===== config.mk =====
export PLATFORM = sky130hd
export DESIGN_NAME = mc_controller
export DESIGN_NICKNAME = d
export VERILOG_FILES = /design/src/rtl/mc_controller.sv
export SDC_FILE = /design/constraint.sdc
export NUM_CORES = 1
export LEC_CHECK = 0
export CELL_PAD_IN_SITES_DETAIL_PLACEMENT = 0
export CELL_PAD_IN_SITES_GLOBAL_PLACEMENT = 1
export CORE_MARGIN = 4
export CORE_UTILIZATION = 25
export CTS_BUF_LIST = sky130_fd_sc_hd__clkbuf_16
export DETAILED_ROUTE_END_ITERATION = 16
export MAX_ROUTING_LAYER = met4
export PLACE_DENSITY_LB_ADDON = 0.25
export SYNTH_ARGS = -nofsm -noshare
export SYNTH_HDL_FRONTEND = slang
export SYNTH_SLANG_ARGS = --single-unit

===== constraint.sdc =====
create_clock -name clk -period 2.8 [get_ports clk]
set_clock_uncertainty 0.05 [all_clocks]
set_input_delay 0.56 -clock clk [delete_from_list [all_inputs] [get_ports clk]]
set_output_delay 0.56 -clock clk [all_outputs]
set_load 0.02 [all_outputs]

===== src/rtl/mc_controller.sv =====
// mc_controller: multicycle control unit for the arfcpu datapath.
// Moore FSM sequencing fetch/decode/execute/memory/writeback, plus a
// combinational ALU-op decoder that produces alucontrol for the ALU.
module mc_controller (
  input  logic       clk,
  input  logic       reset,
  input  logic [5:0] op,
  input  logic [5:0] funct,
  input  logic       zero,
  output logic       pcen,
  output logic       irwrite,
  output logic       memwrite,
  output logic       regwrite,
  output logic       iord,
  output logic       memtoreg,
  output logic       regdst,
  output logic       alusrca,
  output logic [1:0] alusrcb,
  output logic [1:0] pcsrc,
  output logic [2:0] alucontrol,
  output logic [3:0] state
);

  typedef enum logic [3:0] {
    FETCH   = 4'd0,
    DECODE  = 4'd1,
    MEMADR  = 4'd2,
    MEMRD   = 4'd3,
    MEMWB   = 4'd4,
    MEMWR   = 4'd5,
    RTYPEEX = 4'd6,
    RTYPEWB = 4'd7,
    BEQEX   = 4'd8,
    ADDIEX  = 4'd9,
    ADDIWB  = 4'd10,
    JEX     = 4'd11
  } state_t;

  localparam logic [5:0] OP_LW    = 6'b100011;
  localparam logic [5:0] OP_SW    = 6'b101011;
  localparam logic [5:0] OP_RTYPE = 6'b000000;
  localparam logic [5:0] OP_BEQ   = 6'b000100;
  localparam logic [5:0] OP_ADDI  = 6'b001000;
  localparam logic [5:0] OP_J     = 6'b000010;

  state_t     state_q, state_d;
  state_t     dec_state;
  logic       pcwrite, branch;
  logic       irwrite_c, memwrite_c, regwrite_c;
  logic [1:0] aluop;

  // While reset is held the outputs present the FETCH decode, so the
  // datapath sees a benign configuration even before the reset edge.
  assign dec_state = reset ? FETCH : state_q;

  // State register: reset forces FETCH, otherwise one transition per clock.
  always_ff @(posedge clk) begin
    if (reset) state_q <= FETCH;
    else       state_q <= state_d;
  end

  // Next-state logic and Moore output decode of the current state.
  always_comb begin
    state_d    = FETCH;
    irwrite_c  = 1'b0;
    memwrite_c = 1'b0;
    regwrite_c = 1'b0;
    pcwrite    = 1'b0;
    branch     = 1'b0;
    iord       = 1'b0;
    memtoreg   = 1'b0;
    regdst     = 1'b0;
    alusrca    = 1'b0;
    alusrcb    = 2'b00;
    pcsrc      = 2'b00;
    aluop      = 2'b00;
    case (dec_state)
      FETCH: begin
        irwrite_c = 1'b1;
        pcwrite   = 1'b1;
        alusrcb   = 2'b01;
        state_d   = DECODE;
      end
      DECODE: begin
        alusrcb = 2'b11;
        case (op)
          OP_LW, OP_SW: state_d = MEMADR;
          OP_RTYPE:     state_d = RTYPEEX;
          OP_BEQ:       state_d = BEQEX;
          OP_ADDI:      state_d = ADDIEX;
          OP_J:         state_d = JEX;
          default:      state_d = FETCH;
        endcase
      end
      MEMADR: begin
        alusrca = 1'b1;
        alusrcb = 2'b10;
        state_d = (op == OP_LW) ? MEMRD : MEMWR;
      end
      MEMRD: begin
        iord    = 1'b1;
        state_d = MEMWB;
      end
      MEMWB: begin
        memtoreg   = 1'b1;
        regwrite_c = 1'b1;
      end
      MEMWR: begin
        iord       = 1'b1;
        memwrite_c = 1'b1;
      end
      RTYPEEX: begin
        alusrca = 1'b1;
        aluop   = 2'b10;
        state_d = RTYPEWB;
      end
      RTYPEWB: begin
        regdst     = 1'b1;
        regwrite_c = 1'b1;
      end
      BEQEX: begin
        alusrca = 1'b1;
        aluop   = 2'b01;
        pcsrc   = 2'b01;
        branch  = 1'b1;
      end
      ADDIEX: begin
        alusrca = 1'b1;
        alusrcb = 2'b10;
        state_d = ADDIWB;
      end
      ADDIWB: begin
        regwrite_c = 1'b1;
      end
      JEX: begin
        pcsrc   = 2'b10;
        pcwrite = 1'b1;
      end
      default: state_d = FETCH;
    endcase
  end

  // ALU-op decoder: R-type instructions select the operation from funct.
  always_comb begin
    alucontrol = 3'b010;
    case (aluop)
      2'b00: alucontrol = 3'b010;
      2'b01: alucontrol = 3'b110;
      2'b11: alucontrol = 3'b010;
      default: begin
        case (funct)
          6'b100000: alucontrol = 3'b010;
          6'b100010: alucontrol = 3'b110;
          6'b100100: alucontrol = 3'b000;
          6'b100101: alucontrol = 3'b001;
          6'b101010: alucontrol = 3'b111;
          default:   alucontrol = 3'b000;
        endcase
      end
    endcase
  end

  // Write enables are suppressed for as long as reset is asserted.
  assign irwrite  = irwrite_c  & ~reset;
  assign memwrite = memwrite_c & ~reset;
  assign regwrite = regwrite_c & ~reset;
  assign pcen     = (pcwrite | (branch & zero)) & ~reset;
  assign state    = state_q;

endmodule

==> metrics.txt, run 1 <==
CTS tree done; top-count cell post-synth nor3_1; initial antenna violation count 0; share of layout cells above drive strength 1 13.5%; max-cap viol count 0; Netlist cell types 37; Net Count, Synth ~90; YS warnings 0; Period minus WS final about 2.7 ns; leakage power about 0.00034 µW; Worst Tran Pin Value around 0.36 ns; post-synthesis sequential area ratio about 15%; fin util 50.1%; Area growth, synth to finish 88.6%; Core Region approximately 2000 µm²; wire per inst 12.7 µm; Worst-path clk slew around 0.030 ns; multi-input logic area a little over 400 µm²; slowest stage delay, CP about 0.61 ns; Power Density ~370 nW/µm²; share of async-settable or async-resettable flops after synthesis 0%; predominant post-synthesis flop cell dfxtp_1; status complete, no violations; Avg Synthesized Cell Area between 7 and 8 µm²; Worst EP required between 2 and 2.5 ns; # nets final 128; DIE WIDTH 53.9 µm; Cells after Synth 73; initial cell density of the core 26.6%; post-layout instance area 993 µm²; worst-path maximum fanout 4; Slew Limit Fails 0; area share of the largest cell type after synthesis between 15 and 20%; critical path arrival around 2.1 ns; drt total wl around 1800 µm; GP Congestion 0.728; post-detailed-route via-to-cell ratio between 5 and 6; # hold bufs at CTS 0; DRT Pass-1 Iters 4; # port buffers 33; Total Power ~370 µW; Synth area leader dfxtp_1; Tcrit/Tclk final a little over nine tenths; Die Y approximately 54 µm; RSZ-0062 raised after global routing false; synth top area cells dfxtp_1, nor3_1, nor4_1, a211oi_1, nor3b_1; IO Count 34; ANT cells 0; clock buffer depth 2; peak supply drop ~0.25 mV; post-synthesis cell area 527 µm²; Crit Path Category in -> out; critical path, cell by cell clkdlybuf4s50_1, or2b_4, buf_4, nor2_1, clkdlybuf4s50_1; worst rel slew slack around three quarters; Placed Instances about 140; Post-route DRC 0; HPWL after DPL 1340 µm; Clock Latency Late Sink 0.23 ns; number of synthesized register bits 4; max FFs per register 4; Top delay family on crit path buffers and inverters; Critical Path Sink Type output pin; EDFF count, synth 0; Commonest cells post-synth nor3_1, nor4_1, clkbuf_1, dfxtp_1, nor2_1; H-tree depth 1; Setup-failing EPs final 0; crit path launch type input port; Routed Antenna Nets 0; CP dominant cell by count clkdlybuf4s50_1; largest net degree at the start of global routing 16; row count 16; Clock Tree Root clkbuf_16; final hold violations 0; Layout Cells excl Fill about 140; CTS sink cnt 4; slowest CP cell clkdlybuf4s50_1; dpl cell area approximately 920 µm²; FILL cells about 190; Num CTS Buffers 3; Min-Delay Path Class reg -> reg; via count ~710; first-pass GRT wire length around 2800 µm; fmax 369 MHz; GRT Overall Usage ~13%; vias in the first global route roughly 670; die outline area approximately 2900 µm²; Register Area between 80 and 90 µm²; DR iter-0 viols 7; Worst Path Buf+Inv 3; GR Overflow Total 0; Hold WS about 0.59 ns
[worst paths after layout]
check	to	slack [ns]	depth (start not counted)	from
worst max-delay path	regdst	0.09	5	reset
worst min-delay path	state[3]$_SDFF_PP0_	0.59	2	state[2]$_SDFF_PP0_
worst max register to register	state[2]$_SDFF_PP0_	1.45	4	state[3]$_SDFF_PP0_
worst min register to register	state[3]$_SDFF_PP0_	0.59	2	state[2]$_SDFF_PP0_
[kinds of logic after synthesis]
| logic type | share of synthesized area, % |
|---|---|
| XOR/XNOR | 6.65 |
| buffers and inverters | 5.94 |
| flip-flops | 15.2 |
| AO/OA/AOI/OAI | 24.9 |
| AND/OR/NAND/NOR | 47.3 |
[per-layer routing]
layer	track usage, %	routed length (µm)
met1	15.1	752
met3	0.831	127
met2	22.6	829
met5	-	0
met4	9.36	48
[power breakdown]
part / internal, µW / switching, µW / leakage [µW] / total, µW
registers: 59.1 / 0.731 / 0.0000326 / 59.9
logic: 41.9 / 37.7 / 0.000275 / 79.6
clock network: 183 / 43.1 / 0.0000370 / 226
[worst reg2reg max path: cells and delay by family (launching register included)]
kind	cells	cell delay [ns]
AO/OA/AOI/OAI	2	0.34
buffers and inverters	1	0.17
AND/OR/NAND/NOR	1	0.38
flip-flops	1	0.30
[cell type report]
class | count | area share [%]
well taps | 27 | 3.40
multi-input cells | 61 | 41.8
inverters | 3 | 1.13
repair buffers | 40 | 38.0
clock buffers | 3 | 7.56
flip-flops and latches | 4 | 8.06
[metrics by stage]
stage,setup TNS (ns),setup WS (ns)
global route,0,0.0126
finish,0,0.0923
floorplan,0,0.527
detailed placement,-0.397,-0.201
CTS,0,0.0669
global placement,-0.476,-0.193
[cells in the final DEF (no fill, tap or decap), drive strengths merged, types with 2 or more instances in the layout]
master,Yosys,routed
xnor2,2,2
and3,2,2
clkbuf,4,3
dlygate4sd2,0,4
nor4,5,5
o211ai,2,2
nor3,7,7
dfxtp,4,4
buf,1,7
clkdlybuf4s50,0,29
xor2,2,2
nor2,4,4
nor3b,3,3
inv,3,3
nand2b,3,3
a31oi,3,3
nor2b,2,2
or3b,2,2
a211oi,3,3
nand2,3,3
[timing repair]
action                     CTS  global route
setup buffers                0             0
gates resized for setup      4             0
setup endpoints to repair    4             0
(Power assumes the default switching activity.)
==> run 2, diff against run 1 <==
--- a/config.mk
+++ b/config.mk
@@ -13,6 +13,7 @@
 export DETAILED_ROUTE_END_ITERATION = 16
 export MAX_ROUTING_LAYER = met4
 export PLACE_DENSITY_LB_ADDON = 0.25
+export SLEW_MARGIN = 5
 export SYNTH_ARGS = -nofsm -noshare
 export SYNTH_HDL_FRONTEND = slang
 export SYNTH_SLANG_ARGS = --single-unit
==> results of run 2 <==
The final DEF is identical to that of run 1; final timing and power are the same.
==> run 3, diff against run 2 <==
--- a/config.mk
+++ b/config.mk
@@ -17,3 +17,4 @@
 export SYNTH_ARGS = -nofsm -noshare
 export SYNTH_HDL_FRONTEND = slang
 export SYNTH_SLANG_ARGS = --single-unit
+export TNS_END_PERCENT = 20
==> results of run 3 <==
The final DEF is identical to that of run 1; final timing and power are the same.
